<file path="src/rtl/multicycle_ctrl.sv">
// multicycle_ctrl -- main control FSM of the multicycle CPU.
// Sequences the shared memory port, the single ALU and the instruction
// register over several cycles per instruction and drives every datapath
// enable and mux select.  Emits a one-cycle retire pulse per instruction.
//
// Ports:
//   clk, rst          clock, asynchronous active-high reset
//   op, funct         decoded instruction fields (stable DECODE..next FETCH)
//   cond_ok           condition-check result for the current flags
//   ir_write, pc_write, reg_write, mem_write, flag_write   write enables
//   adr_src, alu_src_a, alu_src_b, result_src, alu_op      datapath selects
//   retire            one-cycle pulse in the final cycle of an instruction
//   state_o           current state encoding (debug)
module multicycle_ctrl (
   input  logic       clk,
   input  logic       rst,
   input  logic [1:0] op,
   input  logic [5:0] funct,
   input  logic       cond_ok,
   output logic       ir_write,
   output logic       pc_write,
   output logic       reg_write,
   output logic       mem_write,
   output logic       flag_write,
   output logic       adr_src,
   output logic [1:0] alu_src_a,
   output logic [1:0] alu_src_b,
   output logic [1:0] result_src,
   output logic       alu_op,
   output logic       retire,
   output logic [3:0] state_o
);

   typedef enum logic [3:0] {
      FETCH  = 4'd0,
      DECODE = 4'd1,
      MEMADR = 4'd2,
      MEMRD  = 4'd3,
      MEMWB  = 4'd4,
      MEMWR  = 4'd5,
      EXECR  = 4'd6,
      EXECI  = 4'd7,
      ALUWB  = 4'd8,
      BRANCH = 4'd9
   } state_t;

   // Pure state-decoded control fields.  Enables here are "requested";
   // condition / funct / reset gating is applied at the outputs.
   typedef struct packed {
      logic       ir_wr;
      logic       pc_wr_always;
      logic       pc_wr_cond;
      logic       reg_wr;
      logic       mem_wr;
      logic       flag_wr;
      logic       ret;
      logic       adr;
      logic [1:0] src_a;
      logic [1:0] src_b;
      logic [1:0] res;
      logic       aluop;
   } ctl_t;

   state_t state;
   ctl_t   ctl;
   logic   nowrite;
   logic   illegal_retire;

   function automatic state_t next_state(input state_t s, input logic [1:0] o,
                                         input logic [5:0] f);
      state_t n;
      case (s)
         FETCH:  n = DECODE;
         DECODE: begin
            case (o)
               2'b00:   n = f[5] ? EXECI : EXECR;
               2'b01:   n = MEMADR;
               2'b10:   n = BRANCH;
               default: n = FETCH;   // illegal op retires as a NOP
            endcase
         end
         MEMADR:  n = f[0] ? MEMRD : MEMWR;
         MEMRD:   n = MEMWB;
         EXECR:   n = ALUWB;
         EXECI:   n = ALUWB;
         default: n = FETCH;        // MEMWB, MEMWR, ALUWB, BRANCH
      endcase
      return n;
   endfunction

   function automatic ctl_t decode_ctl(input state_t s);
      ctl_t c;
      c = '0;
      case (s)
         FETCH: begin
            c.ir_wr = 1'b1; c.pc_wr_always = 1'b1;
            c.src_a = 2'b01; c.src_b = 2'b10; c.res = 2'b10;
         end
         DECODE: begin
            c.src_a = 2'b01; c.src_b = 2'b10; c.res = 2'b10;
         end
         MEMADR: begin
            c.src_a = 2'b00; c.src_b = 2'b01;
         end
         MEMRD:  c.adr = 1'b1;
         MEMWB: begin
            c.res = 2'b01; c.reg_wr = 1'b1; c.ret = 1'b1;
         end
         MEMWR: begin
            c.adr = 1'b1; c.mem_wr = 1'b1; c.ret = 1'b1;
         end
         EXECR: begin
            c.src_a = 2'b00; c.src_b = 2'b00; c.aluop = 1'b1; c.flag_wr = 1'b1;
         end
         EXECI: begin
            c.src_a = 2'b00; c.src_b = 2'b01; c.aluop = 1'b1; c.flag_wr = 1'b1;
         end
         ALUWB: begin
            c.res = 2'b00; c.reg_wr = 1'b1; c.ret = 1'b1;
         end
         BRANCH: begin
            c.src_a = 2'b00; c.src_b = 2'b01; c.res = 2'b10;
            c.pc_wr_cond = 1'b1; c.ret = 1'b1;
         end
         default: c = '0;
      endcase
      return c;
   endfunction

   // State register plus registered decode of the state being entered.
   always_ff @(posedge clk or posedge rst) begin
      if (rst) begin
         state <= FETCH;
         ctl   <= decode_ctl(FETCH);
      end else begin
         state <= next_state(state, op, funct);
         ctl   <= decode_ctl(next_state(state, op, funct));
      end
   end

   // TST/TEQ/CMP/CMN (cmd 1000..1011) only set flags, never write a register.
   assign nowrite        = (funct[4:3] == 2'b10);
   assign illegal_retire = (state == DECODE) && (op == 2'b11);

   // Enables are forced low while rst is high; selects keep FETCH values.
   assign ir_write   = ctl.ir_wr & ~rst;
   assign pc_write   = (ctl.pc_wr_always | (ctl.pc_wr_cond & cond_ok)) & ~rst;
   assign reg_write  = ctl.reg_wr & cond_ok & ~((state == ALUWB) & nowrite) & ~rst;
   assign mem_write  = ctl.mem_wr & cond_ok & ~rst;
   assign flag_write = ctl.flag_wr & funct[0] & cond_ok & ~rst;
   assign retire     = (ctl.ret | illegal_retire) & ~rst;
   assign adr_src    = ctl.adr;
   assign alu_src_a  = ctl.src_a;
   assign alu_src_b  = ctl.src_b;
   assign result_src = ctl.res;
   assign alu_op     = ctl.aluop;
   assign state_o    = state;

endmodule
</file>
<file path="config.mk">
export PLATFORM = sky130hd
export DESIGN_NAME = multicycle_ctrl
export DESIGN_NICKNAME = d
export VERILOG_FILES = /design/src/rtl/multicycle_ctrl.sv
export SDC_FILE = /design/constraint.sdc
export NUM_CORES = 1
export LEC_CHECK = 0
export ABC_AREA = 1
export BUFFER_PORTS_ARGS = -buffer_cell sky130_fd_sc_hd__buf_2
export CAP_MARGIN = 20
export CORE_MARGIN = 5
export CORE_UTILIZATION = 35
export CTS_BUF_LIST = sky130_fd_sc_hd__clkbuf_8
export DETAILED_ROUTE_END_ITERATION = 10
export SLEW_MARGIN = 20
export SYNTH_ARGS = -nofsm -noshare
export SYNTH_HDL_FRONTEND = slang
export SYNTH_SLANG_ARGS = --single-unit
</file>
<file path="constraint.sdc">
create_clock -name clk -period 1.56 [get_ports clk]
set_input_delay 0.312 -clock clk [delete_from_list [all_inputs] [get_ports clk]]
set_output_delay 0.312 -clock clk [all_outputs]
set_load 0.02 [all_outputs]
</file>
; ---- Word-level counts from Yosys, hierarchy flattened
; Index checks and enable logic that the tools add are counted.
; W data, S select, Z words.
[op_classes]
shift = 0
div_mod_pow = 0
bitwise = 17
eq_ne = 19
n_mux = 13
add_sub_neg = 0
order_cmp = 0
reduce_logical = 12
n_mul = 0
[op_table]
columns = op, count
row1 = $eq A4 B3 Y1 const B, 6
row2 = $pmux W4 S5, 1
row3 = $eq A4 B2 Y1 const B, 4
row4 = $and A1 B1 Y1, 13
row5 = $eq A4 B4 Y1 const B, 3
row6 = $pmux W4 S3, 1
row7 = $reduce_or A2 Y1, 5
row8 = $eq A4 B1 Y1 const B, 2
row9 = $logic_not A4 Y1, 2
row10 = $mux W1, 7
row11 = $eq A2 B2 Y1 const B, 3
row12 = $pmux W3 S2, 1
row13 = $reduce_or A3 Y1, 2
row14 = $pmux W2 S2, 1
row15 = $reduce_or A4 Y1, 1
row16 = $mux W3, 1
row17 = $eq A2 B1 Y1 const B, 1
row18 = $logic_not A2 Y1, 1
row19 = $mux W2, 1
row20 = $not A1 Y1, 2
row21 = $or A1 B1 Y1, 2
row22 = $logic_and A1 B1 Y1, 1
[word_totals]
latch_bits = 0
register_bits = 18
mem_bits_ro = 0
output_inout_bits = 18
elab_cells = 73
mem_bits_rw = 0
n_memories = 0

; ---- Logic depth before layout (Yosys ltp)
; Gate-level depths: netlist of run 1.
[logic_depth]
depth_word = 6
ltp_mapped = 9
mapped_depth_nobuf = 9

; ---- Worst setup path before layout of run 1
; Ideal clock, no wire load.
[synth_timing]
path_kind = reg2out
from = reg state[3] (netlist: state_o[3])
to = out retire
slack_ns = -0.019
required_time_ns = 1.248
arrival_ns = 1.267
path_stages_with_launch = 6
path_cell_list = dfrtp_1 > inv_1 > nand2_1 > nor3_1 > nand3_1 > a21oi_1
[synth_between]
elab_chain_cells = 4
[synth_rtl]
columns = item, line_no
row1 = "start, declared", 64  ; state_t state;
row2 = "start signal, assigned", 136  ; state <= next_state(state, op, funct);
row3 = $eq A4 B1 Y1, 143  ; assign illegal_retire = (state == DECODE) && (op == 2'b11);
row4 = $logic_and A1 B1 Y1, 143
row5 = $or A1 B1 Y1, 151  ; assign retire = (ctl.ret | illegal_retire) & ~rst;
row6 = $and A1 B1 Y1, 151
row7 = "end, declared", 30  ; output logic retire,
; Every way passes these cells.

; ---- Worst setup path after layout of run 1
; Same ends and word-level chain as after synthesis.

==> results of run 1 <==
-- logic make-up after synthesis --
kind of cell    share of synthesized area [%]
other cells                            0.4979
compound gates                          1.993
flops                                   50.33
simple gates                            33.22
buf+inv                                 13.95
-- layer usage --
metal | global-route usage, % | wire length [µm] | up-vias
li1 | - | - | 308
met1 | 12.68 | 660 | 276
met2 | 18.20 | 794 | 27
met3 | 3.211 | 142 | 3
met4 | 7.119 | 23 | 0
met5 | 0 | 0 | -
-- what timing repair did --
item | CTS | global route
hold buffers | 0 | 0
gates resized for setup | 6 | 2
endpoints found under the hold margin | 0 | 0
setup endpoints to repair | 2 | 2
cloned | 0 | 0
buffers inserted | 0 | 0
-- final cells by class --
type / instances / area share (%)
Multi-Input combinational cell: 49 / 29.68
Sequential cell: 15 / 38.60
Inverter: 16 / 6.115
Tap cell: 27 / 3.439
Clock inverter: 1 / 0.5096
Timing Repair Buffer: 30 / 17.45
Clock buffer: 3 / 4.204
-- cell usage in the layout, fill, tap and decap left out --
cell type,Yosys,routed
conb_1,1,1
a21oi_1,2,1
nor2_2,2,2
nand2_2,2,3
dfstp_2,3,3
buf_6,0,1
o21ai_1,1,1
clkbuf_8,0,3
nand3_2,4,5
clkinv_1,1,1
buf_2,0,23
nand3b_1,1,1
nand3_1,4,3
buf_4,6,6
nor3_4,0,1
nand2_4,2,2
inv_2,4,5
inv_1,11,10
nor2_4,2,2
clkinv_2,0,1
a21oi_2,0,1
nor2_1,12,12
nand4_1,2,2
dfrtp_1,12,12
nor3_1,2,1
nand2_1,12,11
-- worst register-to-register path: stages (launching register included) --
cell	delay (ps)
dfrtp_1	410
buf_4	180
nor2_2	190
nand3_2	140
nand2_2	120
nor2_4	50
nand2_1	70
nand2_1	50
-- registers in the layout, summed over array words and instances, names as in the netlist --
name / flops
alu_op: 1
result_src: 2
ctl: 5
alu_src_a: 1
alu_src_b: 1
state_o: 4
adr_src: 1
-- per-stage QoR --
stage / std cells / hold WS (ps) / utilization, % / power [mW]
after global placement: 137 / 402.0 / 45.38 / 1.605
after floorplan: 86 / 219.6 / - / 1.373
final: 141 / 134.6 / 49.06 / 1.984
after CTS: 141 / 144.6 / 48.50 / 1.979
after detailed placement: 137 / 408.7 / 45.38 / 1.625
after global routing: 141 / 173.2 / 49.06 / 2.125
-- power by group --
| part | switching, mW | internal (mW) | leakage, nW | total, mW |
|---|---|---|---|---|
| combinational | 0.690 | 0.365 | 0.333 | 1.05 |
| clock | 0.136 | 0.177 | 0.0255 | 0.312 |
| sequential | 0.0600 | 0.557 | 0.192 | 0.617 |
-- worst max-delay path by stage --
stage | end | slack [ps] | cells after the start
6_report | retire | -10 | 6
5_1_grt | retire | -120 | 6
4_1_cts | retire | -40 | 6
3_5_place_dp | retire | 110 | 6
3_3_place_gp | retire | 130 | 6
2_1_floorplan | retire | 60 | 5
==> summary.md, run 1 <==
| Metric | Value |
|---|---|
| Status | `finished with violations` |
| Drt pass-1 iters | `4` |
| Buffers on Ports | `25` |
| Die span in x | `56.39 µm` |
| CP arrival | `1260 ps` |
| Post-synthesis sequential area ratio | `50.33%` |
| Cell count after synthesis | `86` |
| Post-route minimum period | `1572 ps` |
| Site Rows | `16` |
| Reg2Reg Launch Point | `state_o[1]` |
| Placement Setup Slack | `between 100 and 150 ps` |
| Initial Util | `a little under two fifths` |
| Vias in the first global route | `between 500 and 600` |
| Reg2reg path depth | `7` |
| Period utilization | `100.8%` |
| Worst vdd ir | `0.0007672 V` |
| WP data required | `1250 ps` |
| CTS Root Cell | `clkbuf_8` |
| Max Freq | `636.0 MHz` |
| Synth cell types | `20` |
| Synth top cells by count | `12 x dfrtp_1, 12 x nand2_1, 12 x nor2_1` |
| Final hold vios | `0` |
| Final antenna-violating net count | `0` |
| Area after DPL | `908.4 µm²` |
| RSZ-0062 raised after global routing | `true` |
| DRT iter0 DRCs | `13` |
| Clk_lat worst skew | `250 ps` |
| # DRC | `0` |
| Gpl congestion | `0.8188` |
| R2r setup slk | `approximately 240 ps` |
| CP Launch Type | `register` |
| Core area | `2002 µm²` |
| Setup TNS Final | `-23.84 ps` |
| Critical Path, Cell by Cell | `inv_2 > nand2_2 > nor3_4 > nand3_2 > a21oi_2 > buf_4` |
| FFs w/ async S/R, synth | `100.0%` |
| Worst setup startpoint | `state_o[3]` |
| Worst-path maximum fanout | `3` |
| Max clock buf depth | `2` |
| Grt ovf | `0` |
| Final worst slack | `-12.44 ps` |
| Vias per cell | `between 4 and 5` |
| CP Class | `reg -> out` |
| Initial antenna violation count | `0` |
| H-tree depth | `1` |
| Max-slew violations | `0` |
| Post-Route WL | `1620 µm` |
| Largest net degree at the start of global routing | `16` |
| Vias | `approximately 600` |
| Mapped Avg Cell Area | `8.758 µm²` |
| Worst path max stage delay | `approximately 390 ps` |
| Post-synth top area cell | `dfrtp_1` |
| Failing checks | `setup timing` |
| Cell Area, Synth | `753.2 µm²` |
| Setup crit end kind | `primary output` |
| Post-synth EDFFs | `0` |
| Fin nets | `126` |
| CTS clk-pin slew, worst paths | `60 ps` |
| Leak | `0.5506 nW` |
| Final HPWL DP | `roughly 1300 µm` |
| Diodes inserted | `0` |
| Synth area leaders | `dfrtp_1 40%, dfstp_2 10%, buf_4 6.0%, nand2_1 6.0%, nor2_1 6.0%` |
| Final Cell Area | `982.2 µm²` |
| First-pass GRT wire length | `2670 µm` |
| Hold/Removal Path Class | `in -> async` |
| Clock Skew | `3.514 ps` |
| TritonCTS clock tree | `done` |
| Top_reg_cell synth | `dfrtp_1` |
| Register area | `379.1 µm²` |
| Wirelength per Cell | `11.49 µm` |
| Multi-input logic area | `about 290 µm²` |
| Number of setup violations in the final report | `2` |
| Clock sink count | `15` |
| Post-synth top area share | `39.87%` |
| Power density cells | `2020 nW/µm²` |
| R2R Path End | `alu_src_b[0]` |
| Die area | `approximately 3200 µm²` |
| Crit-path slowest cell | `dfrtp_1` |
| FILL cells | `roughly 200` |
| Mapped Nets | `97` |
| Crit path max-delay family | `flip-flops` |
| Share of layout cells above drive strength 1 | `about half` |
| Total GRT Usage | `approximately 11%` |
| Die height | `around 56 µm` |
| Cts bufs inserted | `3` |
| Yosys synthesis warning count | `0` |
| Max_cap viols | `0` |
| WP buf/inv | `2` |
| Boundary Pins | `29` |
| Register bit total from synthesis | `15` |
| Layout area overhead | `30.40%` |
Note: power is estimated with default switching activity, not from simulation.
==> run 2, diff against run 1 <==
--- a/config.mk
+++ b/config.mk
@@ -9,9 +9,10 @@
 export BUFFER_PORTS_ARGS = -buffer_cell sky130_fd_sc_hd__buf_2
 export CAP_MARGIN = 20
 export CORE_MARGIN = 5
-export CORE_UTILIZATION = 35
+export CORE_UTILIZATION = 45
 export CTS_BUF_LIST = sky130_fd_sc_hd__clkbuf_8
 export DETAILED_ROUTE_END_ITERATION = 10
+export PLACE_DENSITY_LB_ADDON = 0.08
 export SLEW_MARGIN = 20
 export SYNTH_ARGS = -nofsm -noshare
 export SYNTH_HDL_FRONTEND = slang
==> run 2 against run 1 <==
Effect of this change:
- the run still ends with setup timing left
- design area fell by 1.8%
- clock power barely moved
- wire length fell by 5.1%
- maximum frequency fell by 2.8%
- setup slack got worse by 45 ps
- critical path depth did not move
- flip-flop and latch count did not move
==> summary.md, run 2 (same netlist as run 1, synthesis figures left out) <==
| Metric | Value |
|---|---|
| # hold bufs at CTS | `0 (unchanged)` |
| WP buf/inv | `2 (unchanged)` |
| Diodes inserted | `0 (unchanged)` |
| Leading cell types in the layout, fill and taps excluded | `24 x buf_2, 12 x dfrtp_1, 11 x nand2_1, 11 x nor2_1, 10 x inv_1 (was 23 x buf_2, 12 x nor2_1, 12 x dfrtp_1)` |
| Setup TNS Final | `-57.52 ps (was -23.84 ps)` |
| H-tree depth | `1 (unchanged)` |
| Clk_lat worst skew | `250 ps (about the same)` |
| Area after DPL | `894.6 µm² (was 908.4 µm²)` |
| Post-route minimum period | `1617 ps (was 1572 ps)` |
| Largest reg by FF count | `ctl (unchanged)` |
| Clock Skew | `2.597 ps (was 3.514 ps)` |
| Total GRT Usage | `13.51% (was 11.16%)` |
| Max-slew violations | `0 (unchanged)` |
| Commonest non-fill, non-tap cell in the layout | `buf_2 (unchanged)` |
| Reg2Reg Launch Point | `state_o[1] (unchanged)` |
| Grt ovf | `0 (unchanged)` |
| Worst setup startpoint | `state_o[3] (unchanged)` |
| First-pass GRT wire length | `2684 µm (was 2670 µm)` |
| Vias per cell | `4.725 (was 4.355)` |
| Largest register FFs | `5 (unchanged)` |
| Period utilization | `103.7% (was 100.8%)` |
| Number of setup violations in the final report | `2 (unchanged)` |
| Core area | `1541 µm² (was 2002 µm²)` |
| Fin nets | `127 (was 126)` |
| Power density cells | `2032 nW/µm² (was 2020 nW/µm²)` |
| Buffers on Ports | `25 (unchanged)` |
| CTS clk-pin slew, worst paths | `60 ps (about the same)` |
| Worst-path maximum fanout | `3 (unchanged)` |
| RSZ-0062 raised after global routing | `true (unchanged)` |
| Final antenna-violating net count | `0 (unchanged)` |
| Max_cap viols | `0 (unchanged)` |
| Setup crit end kind | `primary output (unchanged)` |
| Max clock buf depth | `2 (unchanged)` |
| # DRC | `0 (unchanged)` |
| TritonCTS clock tree | `done (unchanged)` |
| Failing checks | `setup timing (unchanged)` |
| Vias | `619 (was 614)` |
| Hold WS | `140.0 ps (was 134.6 ps)` |
| Hold/Removal Path Class | `in -> async (unchanged)` |
| Worst path max stage delay | `390 ps (about the same)` |
| Crit path max-delay family | `flip-flops (unchanged)` |
| Final worst slack | `-57.04 ps (was -12.44 ps)` |
| Die height | `50.91 µm (was 56.39 µm)` |
| FILL cells | `138 (was 196)` |
| Site Rows | `14 (was 16)` |
| Boundary Pins | `29 (unchanged)` |
| Share of layout cells above drive strength 1 | `51.30% (was 50.88%)` |
| Cts bufs inserted | `3 (unchanged)` |
| Crit-path slowest cell | `dfrtp_1 (unchanged)` |
| Max Freq | `618.4 MHz (was 636.0 MHz)` |
| Largest net degree at the start of global routing | `16 (unchanged)` |
| Layout area overhead | `28.07% (was 30.40%)` |
| Critical Path, Cell by Cell | `inv_2 > nand2_2 > nor3_2 > nand3_1 > a21oi_2 > buf_6 (was inv_2 > nand2_2 > nor3_4 > nand3_2 > a21oi_2 > buf_4)` |
| CP Launch Type | `register (unchanged)` |
| CP Class | `reg -> out (unchanged)` |
| Drt pass-1 iters | `4 (unchanged)` |
| Die area | `2592 µm² (was 3180 µm²)` |
| Final HPWL DP | `1193 µm (was 1288 µm)` |
| WP data required | `1250 ps (about the same)` |
| Leak | `0.5522 nW (was 0.5506 nW)` |
| Initial antenna violation count | `0 (unchanged)` |
| Post-Route WL | `1538 µm (was 1620 µm)` |
| Final hold vios | `0 (unchanged)` |
| CP arrival | `1310 ps (was 1260 ps)` |
| DRT iter0 DRCs | `3 (was 13)` |
| CTS Root Cell | `clkbuf_8 (unchanged)` |
| Die span in x | `50.91 µm (was 56.39 µm)` |
| Vias in the first global route | `608 (was 597)` |
| Worst vdd ir | `0.001123 V (was 0.0007672 V)` |
| Wirelength per Cell | `11.74 µm (was 11.49 µm)` |
| Clock sink count | `15 (unchanged)` |
| Final Cell Area | `964.7 µm² (was 982.2 µm²)` |
| Gpl congestion | `0.8253 (was 0.8188)` |
| Status | `finished with violations (unchanged)` |
| Final Power | `1.961 mW (was 1.984 mW)` |
| Initial Util | `48.86% (was 37.62%)` |
## run 2: area by class of cell
class                      count  area (µm²)  area share [%]
clock buffer                   3       41.29           4.280
sequential                    15       379.1           39.30
tap                           16       20.02           2.075
timing repair buffer          31       176.4           18.29
multi-input combinational     49       282.8           29.31
inverter                      16       60.06           6.226
clock inverter                 1       5.005          0.5188
## run 2: worst register-to-register path: stages, from the launching register on
cell and delay (ps):
dfrtp_1 400, buf_4 170, nor2_2 210, nand3_2 160
nand2_2 130, nor2_4 50, nand2_1 70, nand2_1 50
## run 2: path summary, 6_finish.rpt
| kind | endpoint | slack (ps) | depth (start not counted) |
|---|---|---|---|
| worst max-delay path | retire | -60 | 6 |
| worst min-delay path | adr_src | 140 | 3 |
| worst max register to register | alu_src_b[0] | 230 | 7 |
| worst min register to register | adr_src | 540 | 3 |
| max in group asynchronous | alu_src_a[0] | 1180 | 3 |
| min in group clk | alu_src_b[0] | 370 | 3 |
## run 2: stage by stage
step | util (%) | instances | worst slack [ps]
4_1_cts | 61.69 | 130 | -47.22
3_3_place_gp | 58.04 | 126 | 125.4
6_report | 62.58 | 131 | -57.04
5_1_grt | 62.58 | 131 | -130.0
2_1_floorplan | - | 86 | 62.07
3_5_place_dp | 58.04 | 126 | 102.2
## run 2: power breakdown
part / internal (mW) / switching [mW] / total [mW]
Sequential: 0.557 / 0.0507 / 0.608
Combinational: 0.359 / 0.682 / 1.04
Clock: 0.177 / 0.135 / 0.312
Total: 1.09 / 0.868 / 1.96
## run 2: routing by layer
metal	GRT usage (%)	vias up	wire, µm
met5	0	-	0
met4	3.830	0	16
met3	4.360	4	136
met2	22.11	25	718
met1	17.00	276	666
li1	-	314	-
## run 2: what timing repair did
| item | 4_1_cts | 5_1_grt |
|---|---|---|
| gates resized for setup | 4 | 2 |
| endpoints found under the setup margin | 2 | 2 |
| setup buffers | 0 | 1 |
